**src/rtl/data_sram_arb_if.sv**
```systemverilog
// Bundle of the IF port, the data port and the shared SRAM port seen by data_sram_arb.
// The arbiter uses the slave modport; the requesters/SRAM environment uses master.
interface data_sram_arb_if;
  logic        if_req;
  logic [31:0] if_addr;
  logic        if_gnt;
  logic        if_rvalid;
  logic [31:0] if_rdata;

  logic        d_req;
  logic [3:0]  d_wen;
  logic [31:0] d_addr;
  logic [31:0] d_wdata;
  logic        d_gnt;
  logic        d_rvalid;
  logic [31:0] d_rdata;

  logic        sram_en;
  logic [3:0]  sram_wen;
  logic [31:0] sram_addr;
  logic [31:0] sram_wdata;
  logic [31:0] sram_rdata;

  logic        stall_req;

  modport slave (
    input  if_req, if_addr,
    input  d_req, d_wen, d_addr, d_wdata,
    input  sram_rdata,
    output if_gnt, if_rvalid, if_rdata,
    output d_gnt, d_rvalid, d_rdata,
    output sram_en, sram_wen, sram_addr, sram_wdata,
    output stall_req
  );

  modport master (
    output if_req, if_addr,
    output d_req, d_wen, d_addr, d_wdata,
    output sram_rdata,
    input  if_gnt, if_rvalid, if_rdata,
    input  d_gnt, d_rvalid, d_rdata,
    input  sram_en, sram_wen, sram_addr, sram_wdata,
    input  stall_req
  );
endinterface

```
**src/rtl/data_sram_arb.sv**
```systemverilog
// Arbiter sharing one single-cycle-latency SRAM port between instruction fetch and data access.
// Default: data priority with an IF starvation limit; define DATA_SRAM_ARB_RR_EN for round-robin.
module data_sram_arb #(
  parameter int unsigned MAX_DATA_RUN = 3
) (
  input logic            clk,
  input logic            rst,
  data_sram_arb_if.slave bus
);

  typedef enum logic [1:0] {
    OWN_NONE = 2'd0,
    OWN_IF   = 2'd1,
    OWN_DATA = 2'd2
  } owner_e;

  owner_e owner_q;
  owner_e owner_d;
  logic   gnt_if;
  logic   gnt_d;
  logic   conflict;

  assign conflict = bus.if_req & bus.d_req;

`ifdef DATA_SRAM_ARB_RR_EN
  // last_if_q=1 means IF won the most recent grant; reset value lets data win the first conflict.
  logic last_if_q;

  always_comb begin
    gnt_if = 1'b0;
    gnt_d  = 1'b0;
    if (!rst) begin
      if (conflict) begin
        gnt_if = ~last_if_q;
        gnt_d  = last_if_q;
      end else begin
        gnt_if = bus.if_req;
        gnt_d  = bus.d_req;
      end
    end
  end

  always_ff @(posedge clk) begin
    if (rst) begin
      last_if_q <= 1'b1;
    end else if (gnt_if || gnt_d) begin
      last_if_q <= gnt_if;
    end
  end
`else
  localparam logic [3:0] RUN_LIMIT = 4'(MAX_DATA_RUN);

  // Consecutive data grants taken while IF was waiting.
  logic [3:0] run_q;
  logic       if_turn;

  assign if_turn = (run_q == RUN_LIMIT);

  // NOTE: every output of a combinational block gets a default first so no path leaves it
  // unassigned; otherwise synthesis infers a latch.
  always_comb begin
    gnt_if = 1'b0;
    gnt_d  = 1'b0;
    if (!rst) begin
      if (conflict) begin
        gnt_if = if_turn;
        gnt_d  = ~if_turn;
      end else begin
        gnt_if = bus.if_req;
        gnt_d  = bus.d_req;
      end
    end
  end

  // NOTE: sequential state uses non-blocking assignments so every flop samples pre-edge values.
  always_ff @(posedge clk) begin
    if (rst || !bus.if_req || gnt_if) begin
      run_q <= 4'd0;
    end else if (gnt_d && (run_q != 4'hF)) begin
      run_q <= run_q + 4'd1;
    end
  end
`endif

  // Read-owner FSM: state register.
  always_ff @(posedge clk) begin
    if (rst) begin
      owner_q <= OWN_NONE;
    end else begin
      owner_q <= owner_d;
    end
  end

  // Read-owner FSM: next state; only reads produce a response next cycle.
  always_comb begin
    owner_d = OWN_NONE;
    if (gnt_if) begin
      owner_d = OWN_IF;
    end else if (gnt_d && (bus.d_wen == 4'b0000)) begin
      owner_d = OWN_DATA;
    end
  end

  // Read-owner FSM and grant outputs; rst kills a response already in flight.
  always_comb begin
    bus.if_gnt     = gnt_if;
    bus.d_gnt      = gnt_d;
    bus.if_rvalid  = (owner_q == OWN_IF)   && !rst;
    bus.d_rvalid   = (owner_q == OWN_DATA) && !rst;
    bus.sram_en    = gnt_if | gnt_d;
    bus.sram_wen   = 4'b0000;
    bus.sram_addr  = 32'h0;
    bus.sram_wdata = 32'h0;
    if (gnt_d) begin
      bus.sram_wen   = bus.d_wen;
      bus.sram_addr  = bus.d_addr;
      bus.sram_wdata = bus.d_wdata;
    end else if (gnt_if) begin
      bus.sram_addr  = bus.if_addr;
    end
    bus.stall_req = !rst && ((bus.if_req && !gnt_if) || (bus.d_req && !gnt_d));
  end

  assign bus.if_rdata = bus.sram_rdata;
  assign bus.d_rdata  = bus.sram_rdata;

endmodule

```
**src/flat_wrapper.sv**
```systemverilog
// flat-port wrapper written by rule: the top's interface ports become plain ports
module data_sram_arb_flat 
#(
  parameter int unsigned MAX_DATA_RUN = 3
)
  (clk, rst, bus_if_req, bus_if_addr, bus_d_req, bus_d_wen, bus_d_addr, bus_d_wdata, bus_sram_rdata, bus_if_gnt, bus_if_rvalid, bus_if_rdata, bus_d_gnt, bus_d_rvalid, bus_d_rdata, bus_sram_en, bus_sram_wen, bus_sram_addr, bus_sram_wdata, bus_stall_req);
  data_sram_arb_if bus_i ();
  input logic clk;
  input logic rst;
  input wire logic [$bits(bus_i.if_req)-1:0] bus_if_req;
  input wire logic [$bits(bus_i.if_addr)-1:0] bus_if_addr;
  input wire logic [$bits(bus_i.d_req)-1:0] bus_d_req;
  input wire logic [$bits(bus_i.d_wen)-1:0] bus_d_wen;
  input wire logic [$bits(bus_i.d_addr)-1:0] bus_d_addr;
  input wire logic [$bits(bus_i.d_wdata)-1:0] bus_d_wdata;
  input wire logic [$bits(bus_i.sram_rdata)-1:0] bus_sram_rdata;
  output wire logic [$bits(bus_i.if_gnt)-1:0] bus_if_gnt;
  output wire logic [$bits(bus_i.if_rvalid)-1:0] bus_if_rvalid;
  output wire logic [$bits(bus_i.if_rdata)-1:0] bus_if_rdata;
  output wire logic [$bits(bus_i.d_gnt)-1:0] bus_d_gnt;
  output wire logic [$bits(bus_i.d_rvalid)-1:0] bus_d_rvalid;
  output wire logic [$bits(bus_i.d_rdata)-1:0] bus_d_rdata;
  output wire logic [$bits(bus_i.sram_en)-1:0] bus_sram_en;
  output wire logic [$bits(bus_i.sram_wen)-1:0] bus_sram_wen;
  output wire logic [$bits(bus_i.sram_addr)-1:0] bus_sram_addr;
  output wire logic [$bits(bus_i.sram_wdata)-1:0] bus_sram_wdata;
  output wire logic [$bits(bus_i.stall_req)-1:0] bus_stall_req;
  assign bus_i.if_req = bus_if_req;
  assign bus_i.if_addr = bus_if_addr;
  assign bus_i.d_req = bus_d_req;
  assign bus_i.d_wen = bus_d_wen;
  assign bus_i.d_addr = bus_d_addr;
  assign bus_i.d_wdata = bus_d_wdata;
  assign bus_i.sram_rdata = bus_sram_rdata;
  assign bus_if_gnt = bus_i.if_gnt;
  assign bus_if_rvalid = bus_i.if_rvalid;
  assign bus_if_rdata = bus_i.if_rdata;
  assign bus_d_gnt = bus_i.d_gnt;
  assign bus_d_rvalid = bus_i.d_rvalid;
  assign bus_d_rdata = bus_i.d_rdata;
  assign bus_sram_en = bus_i.sram_en;
  assign bus_sram_wen = bus_i.sram_wen;
  assign bus_sram_addr = bus_i.sram_addr;
  assign bus_sram_wdata = bus_i.sram_wdata;
  assign bus_stall_req = bus_i.stall_req;
  data_sram_arb #(.MAX_DATA_RUN(MAX_DATA_RUN)) u_core (.clk(clk), .rst(rst), .bus(bus_i));
endmodule
```
**config.mk**
```make
export PLATFORM = sky130hd
export DESIGN_NAME = data_sram_arb_flat
export DESIGN_NICKNAME = d
export VERILOG_FILES = /design/src/rtl/data_sram_arb_if.sv /design/src/rtl/data_sram_arb.sv /design/src/flat_wrapper.sv
export SDC_FILE = /design/constraint.sdc
export NUM_CORES = 1
export LEC_CHECK = 0
export ABC_AREA = 1
export CORE_AREA = 5 5 105 107
export DETAILED_ROUTE_END_ITERATION = 16
export DIE_AREA = 0 0 110 112
export GPL_ROUTABILITY_DRIVEN = 0
export PLACE_DENSITY = 0.7
export SLEW_MARGIN = 20
export SYNTH_ARGS = -nofsm -noshare
export SYNTH_HDL_FRONTEND = slang
export SYNTH_SLANG_ARGS = --single-unit
```
**constraint.sdc**
```tcl
create_clock -name clk -period 1.98 [get_ports clk]
set_input_delay 0.396 -clock clk [delete_from_list [all_inputs] [get_ports clk]]
set_output_delay 0.396 -clock clk [all_outputs]
set_load 0.05 [all_outputs]
```
==> impl_metrics.toml <==
[placement]
dp_hpwl_um = 6265
dp_slack_ns = -0.3071
place_inst = 548
port_buffers = 177

[final_layout]
antenna_cells = 0
fin_util = 0.4347
post_route_cells_drive_above_1_share = 0.4471
final_cells = 561
fill_cells = 996
syn_to_final_growth_pct = 177.4
final_common_cell = "clkdlybuf4s50_1"
nNetsFinal = 564
layout_common_cells = "100 x clkdlybuf4s50_1, 80 x buf_12, 54 x nand2_1"

[setup_path]
cp-endpoint = "bus_sram_addr[25]"
cp.arrival_ns = 1.57
cp_max_fo = 8
rrSetupSlack_ns = 0.74
start_kind = "input port"
reg2reg_to = "u_core.run_q[1]$_SDFFE_PP0P_"
cp_data_required_time_ns = 1.58
ff2ff_path_depth = 7
reg2reg_from = "u_core.run_q[0]$_SDFFE_PP0P_"
cp-startpoint = "rst"
end_kind = "output pin"
critical_path_class = "in2out"

[clock_tree]
numCtsBuffers = 3
clockRootBuffer = "clkbuf_8"
insertion_delay_ns = 0.23
cts.clk_slew.worst_paths_ns = 0.04
clk_path_buf_depth = 2
cts_hold_buf = 0
h-tree-depth = 1
cts_sinks = 6
tritoncts = "built"

[logic_synthesis]
synth_area_leaders = "buf_4 33%, nand2_1 25%, inv_1 10%"
synth_area_per_cell_um2 = 5.372
synth_top_area_share = 0.3339
synth_cell_type_count = 18
syn_inst = 293
yosysWarningCount = 0
synth_seq_cells = 6
syn_area_mm2 = 0.001574
yosysTopAreaCell = "buf_4"
synth_nets = 430
ys_seq_area_frac = 0.07631

[global_routing]
first_global_vias = 2257
overflow = 0
grt_max_degree = 38
grt_pass1_wl_um = 12030
grt_util_all_layers = 0.1224
antenna_found_initial = 0

[sta]
hold_violations = 0
max_clock_freq_mhz = 507.6
rsz0062_at_grt = "true"
setup_slack_ns = 0.01000
relSlewSlack = 0.8344
period_share = 0.9949
slew_viol_final = 0
hold_ws_ns = 0.5041
max_slew.worst_pin.slew_ns = 0.2475
finalClockSkew_ns = 0.007967
min_period_ns = 1.970
setup_viol = 0

[min_path]
hp-class = "reg2reg"
min_from = "u_core.run_q[3]$_SDFFE_PP0P_"

[die]
dieArea_mm2 = 0.01232
ios = 274
std_cell_rows = 37
core-area_mm2 = 0.01005
fp.dieH_um = 112
initial_core_util = 0.1567
die_w_um = 110

[power_and_ir_drop]
total_power_mw = 1.369
leakage_nw = 2.001
ir_worst_vdd_mv = 0.2841
power_per_cell_area_mw_per_mm2 = 313.5

[detailed_routing]
drc = 0
drt_iter0_drc = 99
drt-pass1-iter-count = 4
ant_nets = 0
wl_per_cell_um = 15.55
routed_via_density = 3.900
vias = 2188
drt_wl_total_um = 8721

[job]
maxCapViolCount = 0

[outcome]
status = "finished clean"
## worst max-delay path: stages
cell	delay (ns)
clkdlybuf4s15_2	0.18
or2_4	0.24
a21oi_4	0.19
buf_12	0.14
buf_12	0.14
nand2_2	0.06
nand2_2	0.08
buf_12	0.13
## report_power, final
group	switching, mW	internal [mW]	total, mW	leakage [nW]
Sequential	0.00119	0.122	0.123	0.0509
Combinational	0.507	0.543	1.05	1.93
Clock	0.0644	0.132	0.196	0.0216
Total	0.572	0.797	1.37	2.00
## layout make-up
cell class | instances | area [µm²] | area share
timing repair buffer | 203 | 2824 | 0.6467
multi-input combinational | 169 | 1031 | 0.2361
inverter | 44 | 172.7 | 0.03954
tap | 136 | 170.2 | 0.03897
sequential | 6 | 127.6 | 0.02923
clock buffer | 3 | 41.29 | 0.009456
## state kept, by name (all words and copies together), names as in the netlist
register / flops
u_core.owner_q: 2
u_core.run_q: 4
## metal layers
layer | vias up | wire length (µm) | GRT usage
met5 | - | 0 | 0
li1 | 1051 | - | -
met1 | 1002 | 2836 | 0.1220
met2 | 115 | 4883 | 0.2387
met3 | 20 | 882 | 0.03942
met4 | 0 | 119 | 0.02743
## Yosys cell counts
| cell | n |
|---|---|
| nand2_1 | 104 |
| buf_4 | 70 |
| inv_1 | 43 |
| nor2_1 | 35 |
| nor2_2 | 10 |
| nand3_1 | 7 |
| dfxtp_1 | 6 |
| buf_6 | 4 |
| a21oi_1 | 3 |
| nand4_1 | 2 |
| nor3_1 | 2 |
| a21oi_4 | 1 |
| ha_1 | 1 |
| inv_2 | 1 |
| nand2_2 | 1 |
| nor2_4 | 1 |
| o2111ai_1 | 1 |
| or2_1 | 1 |
## cell families (layout without fill, tap and decap cells)
group	Yosys count	in the layout	share of synthesized area
AOI/OAI and AO/OA	5	5	0.02544
buffers and inverters	118	250	0.4674
adders and majority gates	1	1	0.007948
and+or+nand+nor	163	163	0.4229
DFF	6	6	0.07631
## repair_timing
item                       CTS  global route
setup endpoints to repair   73            38
gates cloned                 2             3
setup buffers                7             0
gates resized for setup     76            39
pin swaps                   17            19
## through the flow
| step | cell area [µm²] | TNS, ns |
|---|---|---|
| detailed placement | 3844 | -13.64 |
| finish | 4367 | 0 |
| global route | 4367 | -1.253 |
| floorplan | 1574 | -2.589 |
| global placement | 3844 | -12.13 |
| CTS | 4254 | -1.081 |
## how the worst min path moves through the flow
stage / endpoint / cells after the start
2_1_floorplan: u_core.run_q[3]$_SDFFE_PP0P_ / 2
3_3_place_gp: u_core.run_q[3]$_SDFFE_PP0P_ / 2
3_5_place_dp: u_core.run_q[0]$_SDFFE_PP0P_ / 2
4_1_cts: u_core.run_q[3]$_SDFFE_PP0P_ / 2
5_1_grt: u_core.run_q[3]$_SDFFE_PP0P_ / 2
6_report: u_core.run_q[3]$_SDFFE_PP0P_ / 2
Power figures use the tool's default switching activity.
